$ cat src/rtl/hazard_pkg.sv
// Shared types and default widths for the pipeline hazard controller.
package hazard_pkg;

   localparam int unsigned DEF_REG_ADDR_W  = 5;
   localparam int unsigned DEF_MEM_TIMEOUT = 16;
   localparam int unsigned DEF_CNT_W       = 16;

   typedef enum logic [1:0] {
      ST_RUN      = 2'd0,
      ST_MEM_WAIT = 2'd1,
      ST_HALT     = 2'd2
   } state_t;

   typedef enum logic [1:0] {
      FWD_RF  = 2'b00,
      FWD_MEM = 2'b01,
      FWD_WB  = 2'b10
   } fwd_sel_t;

endpackage

$ cat src/rtl/pipeline_hazard_ctrl_if.sv
// Stage-field inputs and pipeline-register controls between datapath and hazard controller.
interface pipeline_hazard_ctrl_if
   import hazard_pkg::*;
#(
   parameter int unsigned REG_ADDR_W = DEF_REG_ADDR_W
) ();

   logic [REG_ADDR_W-1:0] id_rs;
   logic [REG_ADDR_W-1:0] id_rt;
   logic                  id_use_rs;
   logic                  id_use_rt;
   logic [REG_ADDR_W-1:0] ex_rs;
   logic [REG_ADDR_W-1:0] ex_rt;
   logic [REG_ADDR_W-1:0] ex_rd;
   logic                  ex_mem_read;
   logic                  ex_branch_taken;
   logic [REG_ADDR_W-1:0] mem_rd;
   logic [REG_ADDR_W-1:0] wb_rd;
   logic                  mem_reg_write;
   logic                  wb_reg_write;
   logic                  mem_req;
   logic                  mem_ready;

   logic                  pc_en;
   logic                  pr1_en;
   logic                  pr1_flush;
   logic                  pr2_en;
   logic                  pr2_flush;
   logic                  pr3_en;
   logic                  pr4_bubble;
   fwd_sel_t              fwd_a;
   fwd_sel_t              fwd_b;
   logic                  halted;

   // Datapath side: supplies stage fields, consumes controls.
   modport master (
      output id_rs, id_rt, id_use_rs, id_use_rt, ex_rs, ex_rt, ex_rd,
             ex_mem_read, ex_branch_taken, mem_rd, wb_rd,
             mem_reg_write, wb_reg_write, mem_req, mem_ready,
      input  pc_en, pr1_en, pr1_flush, pr2_en, pr2_flush, pr3_en,
             pr4_bubble, fwd_a, fwd_b, halted
   );

   // Controller side.
   modport slave (
      input  id_rs, id_rt, id_use_rs, id_use_rt, ex_rs, ex_rt, ex_rd,
             ex_mem_read, ex_branch_taken, mem_rd, wb_rd,
             mem_reg_write, wb_reg_write, mem_req, mem_ready,
      output pc_en, pr1_en, pr1_flush, pr2_en, pr2_flush, pr3_en,
             pr4_bubble, fwd_a, fwd_b, halted
   );

endinterface

$ cat src/rtl/hazard_fwd_unit.sv
// Operand forwarding select for one EX source register; EX/MEM result beats MEM/WB.
module hazard_fwd_unit
   import hazard_pkg::*;
#(
   parameter int unsigned REG_ADDR_W = DEF_REG_ADDR_W
) (
   input  logic [REG_ADDR_W-1:0] src,
   input  logic [REG_ADDR_W-1:0] mem_rd,
   input  logic                  mem_reg_write,
   input  logic [REG_ADDR_W-1:0] wb_rd,
   input  logic                  wb_reg_write,
   output fwd_sel_t              sel_c
);

   // r0 is never forwarded since it is hard-wired to zero.
   always_comb begin
      sel_c = FWD_RF;
      if (mem_reg_write && (mem_rd != '0) && (mem_rd == src)) begin
         sel_c = FWD_MEM;
      end else if (wb_reg_write && (wb_rd != '0) && (wb_rd == src)) begin
         sel_c = FWD_WB;
      end
   end

endmodule

$ cat src/rtl/pipeline_hazard_ctrl.sv
// Pipeline hazard sequencer: stage enables/flushes, forwarding selects and memory-timeout halt.
// Optional perf counters (stall_cycles, flush_events) are built when PIPE_PERF_CNT_EN is defined.
module pipeline_hazard_ctrl
   import hazard_pkg::*;
#(
   parameter int unsigned REG_ADDR_W  = DEF_REG_ADDR_W,
   parameter int unsigned MEM_TIMEOUT = DEF_MEM_TIMEOUT,
   parameter int unsigned CNT_W       = DEF_CNT_W
) (
   input  logic                 clk,
   input  logic                 rst,
   pipeline_hazard_ctrl_if.slave bus
`ifdef PIPE_PERF_CNT_EN
   ,
   output logic [CNT_W-1:0]     stall_cycles,
   output logic [CNT_W-1:0]     flush_events
`endif
);

   localparam logic [CNT_W-1:0] TIMEOUT_LAST = CNT_W'(MEM_TIMEOUT - 1);

   state_t           state;
   state_t           state_next;
   logic [CNT_W-1:0] wait_cnt;
   logic             mem_stall;
   logic             load_use;
   fwd_sel_t         fwd_a_raw;
   fwd_sel_t         fwd_b_raw;

   assign mem_stall = bus.mem_req && !bus.mem_ready;

   assign load_use = bus.ex_mem_read && (bus.ex_rd != '0) &&
                     ((bus.id_use_rs && (bus.ex_rd == bus.id_rs)) ||
                      (bus.id_use_rt && (bus.ex_rd == bus.id_rt)));

   hazard_fwd_unit #(.REG_ADDR_W(REG_ADDR_W)) u_fwd_a (
      .src          (bus.ex_rs),
      .mem_rd       (bus.mem_rd),
      .mem_reg_write(bus.mem_reg_write),
      .wb_rd        (bus.wb_rd),
      .wb_reg_write (bus.wb_reg_write),
      .sel_c        (fwd_a_raw)
   );

   hazard_fwd_unit #(.REG_ADDR_W(REG_ADDR_W)) u_fwd_b (
      .src          (bus.ex_rt),
      .mem_rd       (bus.mem_rd),
      .mem_reg_write(bus.mem_reg_write),
      .wb_rd        (bus.wb_rd),
      .wb_reg_write (bus.wb_reg_write),
      .sel_c        (fwd_b_raw)
   );

   // State register.
   always_ff @(posedge clk or negedge rst) begin
      if (!rst) begin
         state <= ST_RUN;
      end else begin
         state <= state_next;
      end
   end

   // Next state plus prioritised stage controls; everything held at pass-through while in reset.
   always_comb begin
      state_next     = state;
      bus.pc_en      = 1'b1;
      bus.pr1_en     = 1'b1;
      bus.pr1_flush  = 1'b0;
      bus.pr2_en     = 1'b1;
      bus.pr2_flush  = 1'b0;
      bus.pr3_en     = 1'b1;
      bus.pr4_bubble = 1'b0;
      bus.fwd_a      = FWD_RF;
      bus.fwd_b      = FWD_RF;

      case (state)
         ST_RUN: begin
            if (mem_stall) begin
               state_next = ST_MEM_WAIT;
            end
         end
         ST_MEM_WAIT: begin
            if (bus.mem_ready) begin
               state_next = ST_RUN;
            end else if (wait_cnt == TIMEOUT_LAST) begin
               state_next = ST_HALT;
            end
         end
         ST_HALT: begin
            state_next = ST_HALT;
         end
         default: begin
            state_next = ST_RUN;
         end
      endcase

      if (rst) begin
         bus.fwd_a = fwd_a_raw;
         bus.fwd_b = fwd_b_raw;
         if ((state == ST_HALT) || mem_stall) begin
            // Freeze everything up to EX/MEM; EX keeps its branch outcome for later.
            bus.pc_en      = 1'b0;
            bus.pr1_en     = 1'b0;
            bus.pr2_en     = 1'b0;
            bus.pr3_en     = 1'b0;
            bus.pr4_bubble = 1'b1;
         end else if (bus.ex_branch_taken) begin
            bus.pr1_flush = 1'b1;
            bus.pr2_flush = 1'b1;
         end else if (load_use) begin
            bus.pc_en     = 1'b0;
            bus.pr1_en    = 1'b0;
            bus.pr2_flush = 1'b1;
         end
      end
   end

   // Wait-cycle counter (counts the stall cycle that enters MEM_WAIT) and sticky halt flag.
   always_ff @(posedge clk or negedge rst) begin
      if (!rst) begin
         wait_cnt   <= '0;
         bus.halted <= 1'b0;
      end else begin
         if (state_next == ST_MEM_WAIT) begin
            wait_cnt <= wait_cnt + CNT_W'(1);
         end else begin
            wait_cnt <= '0;
         end
         if (state_next == ST_HALT) begin
            bus.halted <= 1'b1;
         end
      end
   end

`ifdef PIPE_PERF_CNT_EN
   // Saturating counts of PC-stall cycles and IF/ID flush cycles.
   always_ff @(posedge clk or negedge rst) begin
      if (!rst) begin
         stall_cycles <= '0;
         flush_events <= '0;
      end else begin
         if (!bus.pc_en && (stall_cycles != '1)) begin
            stall_cycles <= stall_cycles + CNT_W'(1);
         end
         if (bus.pr1_flush && (flush_events != '1)) begin
            flush_events <= flush_events + CNT_W'(1);
         end
      end
   end
`endif

endmodule

$ cat src/flat_wrapper.sv
// flat-port wrapper written by rule: the top's interface ports become plain ports
module pipeline_hazard_ctrl_flat import hazard_pkg::*;
#(
   parameter int unsigned REG_ADDR_W  = DEF_REG_ADDR_W,
   parameter int unsigned MEM_TIMEOUT = DEF_MEM_TIMEOUT,
   parameter int unsigned CNT_W       = DEF_CNT_W
)
  (clk, rst, bus_id_rs, bus_id_rt, bus_id_use_rs, bus_id_use_rt, bus_ex_rs, bus_ex_rt, bus_ex_rd, bus_ex_mem_read, bus_ex_branch_taken, bus_mem_rd, bus_wb_rd, bus_mem_reg_write, bus_wb_reg_write, bus_mem_req, bus_mem_ready, bus_pc_en, bus_pr1_en, bus_pr1_flush, bus_pr2_en, bus_pr2_flush, bus_pr3_en, bus_pr4_bubble, bus_fwd_a, bus_fwd_b, bus_halted);
  pipeline_hazard_ctrl_if #(.REG_ADDR_W(REG_ADDR_W)) bus_i ();
  input  logic clk;
  input  logic rst;
  input wire logic [$bits(bus_i.id_rs)-1:0] bus_id_rs;
  input wire logic [$bits(bus_i.id_rt)-1:0] bus_id_rt;
  input wire logic [$bits(bus_i.id_use_rs)-1:0] bus_id_use_rs;
  input wire logic [$bits(bus_i.id_use_rt)-1:0] bus_id_use_rt;
  input wire logic [$bits(bus_i.ex_rs)-1:0] bus_ex_rs;
  input wire logic [$bits(bus_i.ex_rt)-1:0] bus_ex_rt;
  input wire logic [$bits(bus_i.ex_rd)-1:0] bus_ex_rd;
  input wire logic [$bits(bus_i.ex_mem_read)-1:0] bus_ex_mem_read;
  input wire logic [$bits(bus_i.ex_branch_taken)-1:0] bus_ex_branch_taken;
  input wire logic [$bits(bus_i.mem_rd)-1:0] bus_mem_rd;
  input wire logic [$bits(bus_i.wb_rd)-1:0] bus_wb_rd;
  input wire logic [$bits(bus_i.mem_reg_write)-1:0] bus_mem_reg_write;
  input wire logic [$bits(bus_i.wb_reg_write)-1:0] bus_wb_reg_write;
  input wire logic [$bits(bus_i.mem_req)-1:0] bus_mem_req;
  input wire logic [$bits(bus_i.mem_ready)-1:0] bus_mem_ready;
  output wire logic [$bits(bus_i.pc_en)-1:0] bus_pc_en;
  output wire logic [$bits(bus_i.pr1_en)-1:0] bus_pr1_en;
  output wire logic [$bits(bus_i.pr1_flush)-1:0] bus_pr1_flush;
  output wire logic [$bits(bus_i.pr2_en)-1:0] bus_pr2_en;
  output wire logic [$bits(bus_i.pr2_flush)-1:0] bus_pr2_flush;
  output wire logic [$bits(bus_i.pr3_en)-1:0] bus_pr3_en;
  output wire logic [$bits(bus_i.pr4_bubble)-1:0] bus_pr4_bubble;
  output wire logic [$bits(bus_i.fwd_a)-1:0] bus_fwd_a;
  output wire logic [$bits(bus_i.fwd_b)-1:0] bus_fwd_b;
  output wire logic [$bits(bus_i.halted)-1:0] bus_halted;
  assign bus_i.id_rs = bus_id_rs;
  assign bus_i.id_rt = bus_id_rt;
  assign bus_i.id_use_rs = bus_id_use_rs;
  assign bus_i.id_use_rt = bus_id_use_rt;
  assign bus_i.ex_rs = bus_ex_rs;
  assign bus_i.ex_rt = bus_ex_rt;
  assign bus_i.ex_rd = bus_ex_rd;
  assign bus_i.ex_mem_read = bus_ex_mem_read;
  assign bus_i.ex_branch_taken = bus_ex_branch_taken;
  assign bus_i.mem_rd = bus_mem_rd;
  assign bus_i.wb_rd = bus_wb_rd;
  assign bus_i.mem_reg_write = bus_mem_reg_write;
  assign bus_i.wb_reg_write = bus_wb_reg_write;
  assign bus_i.mem_req = bus_mem_req;
  assign bus_i.mem_ready = bus_mem_ready;
  assign bus_pc_en = bus_i.pc_en;
  assign bus_pr1_en = bus_i.pr1_en;
  assign bus_pr1_flush = bus_i.pr1_flush;
  assign bus_pr2_en = bus_i.pr2_en;
  assign bus_pr2_flush = bus_i.pr2_flush;
  assign bus_pr3_en = bus_i.pr3_en;
  assign bus_pr4_bubble = bus_i.pr4_bubble;
  assign bus_fwd_a = bus_i.fwd_a;
  assign bus_fwd_b = bus_i.fwd_b;
  assign bus_halted = bus_i.halted;
  pipeline_hazard_ctrl #(.REG_ADDR_W(REG_ADDR_W), .MEM_TIMEOUT(MEM_TIMEOUT), .CNT_W(CNT_W)) u_core (.clk(clk), .rst(rst), .bus(bus_i));
endmodule
$ cat config.mk
export PLATFORM = sky130hd
export DESIGN_NAME = pipeline_hazard_ctrl_flat
export DESIGN_NICKNAME = d
export VERILOG_FILES = /design/src/rtl/hazard_pkg.sv /design/src/rtl/pipeline_hazard_ctrl_if.sv /design/src/rtl/hazard_fwd_unit.sv /design/src/rtl/pipeline_hazard_ctrl.sv /design/src/flat_wrapper.sv
export SDC_FILE = /design/constraint.sdc
export NUM_CORES = 1
export LEC_CHECK = 0
export BUFFER_PORTS_ARGS = -buffer_cell sky130_fd_sc_hd__clkbuf_2
export CAP_MARGIN = 40
export CORE_MARGIN = 4
export CORE_UTILIZATION = 52
export CTS_CLUSTER_SIZE = 30
export DETAILED_ROUTE_END_ITERATION = 16
export PLACE_DENSITY = 0.91
export SLEW_MARGIN = 0
export SYNTH_ARGS = -nofsm -noshare
export SYNTH_HDL_FRONTEND = slang
export SYNTH_HIERARCHICAL = 1
export SYNTH_SLANG_ARGS = --single-unit
$ cat constraint.sdc
create_clock -name clk -period 2.6 [get_ports clk]
set_input_delay 0 -clock clk [delete_from_list [all_inputs] [get_ports clk]]
set_output_delay 0 -clock clk [all_outputs]
set_load 0.05 [all_outputs]
=== Word-level counts from Yosys, hierarchy flattened ===
Cells that the tools add are included.

* Input port bits: 45
* Register bits: 19
* Output and inout port bits: 12
* Logic and storage cells: 59

* Multiplexer cells: 26
* Add/subtract/negate cells: 1
* Reductions and logical operators: 18
* Equal/unequal tests: 11

{| class="wikitable"
|+ Operators by type and width
! kind !! count
|-
| $eq A5 B5 Y1 || 6
|-
| $mux W2 || 9
|-
| $add A16 B1 Y16 const B || 1
|-
| $eq A16 B4 Y1 const B || 1
|-
| $mux W16 || 1
|-
| $mux W1 || 15
|-
| $reduce_bool A5 Y1 || 3
|-
| $logic_and A1 B1 Y1 || 11
|-
| $pmux W2 S3 || 1
|-
| $eq A2 B1 Y1 const B || 2
|-
| $eq A2 B2 Y1 const B || 2
|-
| $logic_not A2 Y1 || 1
|-
| $logic_or A1 B1 Y1 || 2
|-
| $logic_not A1 Y1 || 1
|}

=== Longest topological paths before layout ===
* Word-level depth: 8
* Mapped depth: 7

=== By module ===
Netlist, hierarchy kept.

{| class="wikitable"
|+ By module, submodules not included
! module !! area each (um2) !! cells an instance !! instances
|-
| pipeline_hazard_ctrl || 1121.1 || 124 || 1
|-
| hazard_fwd_unit || 151.4 || 20 || 2
|}

=== Least setup slack after synthesis ===
OpenSTA, ideal clock, no wires.

* Path type: register -> output
* Start point: register u_core.state[1]
* End point: output bus_pr1_en
* Arrival: 1.831 ns
* Stages on the path, launching flop included: 6
* Required time: 2.600 ns
* Setup slack: 0.769 ns
* Cells stage by stage: dfrtp_1 nand2b_1 o21ai_0 nand2_1 o41a_1 buf_4

* Word-level cells in the longest chain between the ends: 4

{| class="wikitable"
|+ Ends and longest elaborated chain
! item !! RTL line !! RTL
|-
| start, declared || pipeline_hazard_ctrl.sv:22 || <nowiki>state_t state;</nowiki>
|-
| start signal, assigned || pipeline_hazard_ctrl.sv:59 || <nowiki>state <= state_next;</nowiki>
|-
| $eq A2 B2 Y1 || pipeline_hazard_ctrl.sv:100 || <nowiki>if ((state == ST_HALT) || mem_stall) begin</nowiki>
|-
| $logic_or A1 B1 Y1 || pipeline_hazard_ctrl.sv:100 ||
|-
| $mux W1 (2 in a row) || n/a ||
|-
| end, declared || flat_wrapper.sv:28 || <nowiki>output wire logic [$bits(bus_i.pr1_en)-1:0] bus_pr1_en;</nowiki>
|}

Every way passes these cells.

=== Worst setup path in the final report ===
* Start point: register u_core.wait_cnt[0]
* End point: register u_core.wait_cnt[8]

* Word-level cells in the longest chain between the ends: 6

{| class="wikitable"
|+ Ends and longest elaborated chain
! item !! RTL line !! RTL
|-
| start, declared || pipeline_hazard_ctrl.sv:24 || <nowiki>logic [CNT_W-1:0] wait_cnt;</nowiki>
|-
| start signal, assigned || pipeline_hazard_ctrl.sv:125 || <nowiki>wait_cnt <= wait_cnt + CNT_W'(1);</nowiki>
|-
| $eq A16 B4 Y1 || pipeline_hazard_ctrl.sv:85 || <nowiki>end else if (wait_cnt == TIMEOUT_LAST) begin</nowiki>
|-
| $mux W2 || pipeline_hazard_ctrl.sv:85 ||
|-
| $mux W2 || pipeline_hazard_ctrl.sv:83 || <nowiki>if (bus.mem_ready) begin</nowiki>
|-
| $pmux W2 S3 || pipeline_hazard_ctrl.sv:76 || <nowiki>case (state)</nowiki>
|-
| $eq A2 B1 Y1 || pipeline_hazard_ctrl.sv:124 || <nowiki>if (state_next == ST_MEM_WAIT) begin</nowiki>
|-
| $mux W16 (*) || pipeline_hazard_ctrl.sv:124 ||
|}

Every way passes the cells marked *; elsewhere a longest branch is shown, timed or not.
A chain may end at the register's enable or synchronous reset.

==> impl_metrics.py <==
metrics = {
    "logic_synthesis": {
        "synthesis.area_mm2": 0.001424,
        "netlist-cell-type-count": 34,
        "yosys_register_bits": 19,
        "synth.top_cell.area_share_pct": 33.39,
        "syn-instance-count": 164,
        "yosysWarnings": 6,
        "synth_area_per_cell_um2": 8.682,
        "synthTopCellsByArea": "dfrtp_1 (33%), xnor2_1 (12%), xor2_1 (12%)",
        "synth_fp_nets": 210,
        "synth.yosys.seq_area_share_pct": 33.39,
        "yosysTopAreaCell": "dfrtp_1",
    },
    "clock_network": {
        "clock_latency_ns": 0.31,
        "clockBufferDepth": 2,
        "cts_root_buffer": "clkbuf_4",
        "cts-buffers-inserted": 3,
        "clk_pin_slew_ns": 0.10,
        "tritoncts": "yes",
        "htree_levels": 1,
        "cts_sinks": 19,
    },
    "global_route": {
        "antenna_found_initial": 0,
        "grt_overflow": 0,
        "grt_pass1_wl_mm": 5.713,
        "grt_pass1_vias": 1340,
        "track_usage_pct": 21.35,
        "grt_max_degree": 27,
    },
    "power": {
        "ir_worst_vdd_mv": 0.4139,
        "power_leakage_nw": 0.7900,
        "powerDensity_mw_per_mm2": 331.4,
        "power_mw": 0.5871,
    },
    "critical_path": {
        "crit_chain": "ha_1 > and3_1 > nand4_1 > o21ai_2 > nor2_1",
        "max_stage_delay_ns": 0.59,
        "worstPathArrival_ns": 2.09,
        "crit_family": "simple AND/OR/NAND/NOR gates",
        "path_class": "reg2reg",
        "crit_buf_inv": 0,
        "crit_path_start_kind": "flop",
        "crit_fanout": 17,
        "cp.required_ns": 2.78,
        "slowest_stage": "o21ai_2",
        "cp-end-kind": "flop",
    },
    "sta": {
        "setup_violations": 0,
        "slew_headroom_pct": 53.54,
        "max_freq_mhz": 522.0,
        "fin_crit_ns": 1.916,
        "layout_setup_ws_ns": 0.6844,
        "timing.final.crit_share_pct": 73.68,
        "drv_slew": 0,
        "rsz0062_at_grt": "false",
        "hold_viol": 0,
        "tns_ns": 0,
        "finClkSkew_ns": 0.004259,
        "worst_pin_slew_ns": 0.6968,
    },
    "route": {
        "drt_pre_antenna_iters": 4,
        "viasPerCell": 5.542,
        "drt_iter0_drc": 99,
        "wirelength_mm": 3.614,
        "post_drt_wl_per_cell_um": 14.28,
        "ant_nets": 0,
        "num_vias": 1402,
        "drc": 0,
    },
    "job": {
        "drv_cap": 0,
    },
    "final_layout": {
        "n_fill_cell": 219,
        "diodes": 0,
        "final_cell_mix": "clkbuf_2 (56), nor2_1 (22), xnor2_1 (19), xor2_1 (19), dfrtp_1 (19)",
        "area_delta_synth_final_pct": 24.43,
        "final_layout_size_suffix_gt1_share_pct": 32.29,
        "layout_commonest_cell": "clkbuf_2",
        "nNetsFinal": 270,
    },
    "die": {
        "rows": 18,
        "core_area_mm2": 0.002545,
        "start_util_pct": 55.95,
        "dieHeight_um": 60.33,
        "io_pins": 57,
        "die_area_mm2": 0.003639,
        "die_w_um": 60.33,
    },
    "placement": {
        "post-place-ws_ns": 0.6924,
        "port_buffers": 56,
        "dp_hpwl_mm": 2.926,
        "globalplace.congestion": 0.8609,
    },
    "run_status": {
        "outcome": "finished clean",
    },
    "min_path": {
        "hold_path_class": "in2async",
    },
}
[repair_timing]
action | CTS | global route
hold endpoints to repair | 20 | 0
endpoints found under the setup margin | 0 | 0
hold buffers | 2 | 0
resized for setup | 0 | 0
buffers inserted | 0 | 0
[power by group]
part	switching [mW]	internal, mW	total, mW
Sequential	0	0.295	0.295
Clock	0.0929	0.0576	0.151
Combinational	0.0810	0.0602	0.141
Total	0.174	0.413	0.587
[cell families (layout without fill, tap and decap cells)]
logic type | after synthesis | count (layout) | synth area share [%]
AOI/OAI and AO/OA | 18 | 18 | 10.72
xor gates and xnor gates | 38 | 38 | 23.37
adders and majority gates | 1 | 1 | 0.8786
buffers and inverters | 12 | 71 | 3.866
DFF | 19 | 19 | 33.39
and+or+nand+nor | 76 | 76 | 27.77
[per-stage QoR]
step / cell area (µm²) / instances / util [%] / hold slack, ns
global route: 1772 / 253 / 69.62 / 0.2459
finish: 1772 / 253 / 69.62 / 0.2102
floorplan: 1424 / 164 / - / -0.2956
CTS: 1772 / 253 / 69.62 / 0.1813
detailed placement: 1724 / 247 / 67.75 / -0.01101
global placement: 1724 / 247 / 67.75 / -0.01311
[layout make-up]
class	count	area (µm²)	share of cell area, %
Inverter	8	30.03	1.695
Tap cell	30	37.54	2.119
Timing Repair Buffer	59	307.8	17.37
Clock buffer	3	22.52	1.271
Sequential cell	19	475.5	26.84
Multi-Input combinational cell	133	893.4	50.42
Clock inverter	1	5.005	0.2825
[worst reg2reg max path, stage by stage (launching register included)]
cell and delay [ns]:
dfrtp_1 0.40, ha_1 0.19, and3_1 0.31, nand4_1 0.18, o21ai_2 0.59, nor2_1 0.13
[registers in the layout (all words and copies together), names as in the netlist]
signal             flops
u_core/bus.halted      1
u_core/state           2
u_core/wait_cnt       16
[per-layer routing]
| layer | part of all wire, % | vias up | global-route usage [%] |
|---|---|---|---|
| met1 | 37 | 643 | 23.70 |
| met5 | 0 | - | 0 |
| met2 | 52 | 57 | 37.50 |
| met3 | 8.7 | 7 | 4.752 |
| met4 | 1.9 | 0 | 11.71 |
| li1 | - | 695 | - |
[cell usage after synthesis]
cell	count
xor2_1	19
o211ai_1	1
a211oi_2	2
o21ai_0	3
ha_1	1
or2_2	2
o41a_1	1
a21oi_1	4
and2_0	1
and4_1	1
nand3_1	9
o41ai_1	2
and2_1	4
inv_1	8
nor3_2	2
nor4_1	7
o22ai_1	1
nand2_1	9
nor3_1	7
nor2_1	22
nand2b_1	1
and3_2	1
or4_1	1
or4b_1	1
or3_2	1
dfrtp_1	19
buf_2	2
xnor2_1	19
o41ai_2	2
o21ai_2	1
and3_1	2
buf_4	2
a32oi_1	1
nand4_1	5
[path summary, 6_finish.rpt]
check                                              start                       endpoint  slack, ns  depth (start not counted)
max                         u_core/wait_cnt[0]$_DFF_PN0_   u_core/wait_cnt[8]$_DFF_PN0_       0.68                          5
min                                                  rst  u_core/bus.halted$_DFFE_PN0N_       0.21                          3
max reg2reg                 u_core/wait_cnt[0]$_DFF_PN0_   u_core/wait_cnt[8]$_DFF_PN0_       0.68                          5
min reg2reg                u_core/bus.halted$_DFFE_PN0N_  u_core/bus.halted$_DFFE_PN0N_       0.48                          1
max in group asynchronous                            rst   u_core/wait_cnt[5]$_DFF_PN0_       2.16                          3
min in group clk                             bus_mem_req  u_core/wait_cnt[15]$_DFF_PN0_       0.32                          5
(Power assumes the default switching activity.)
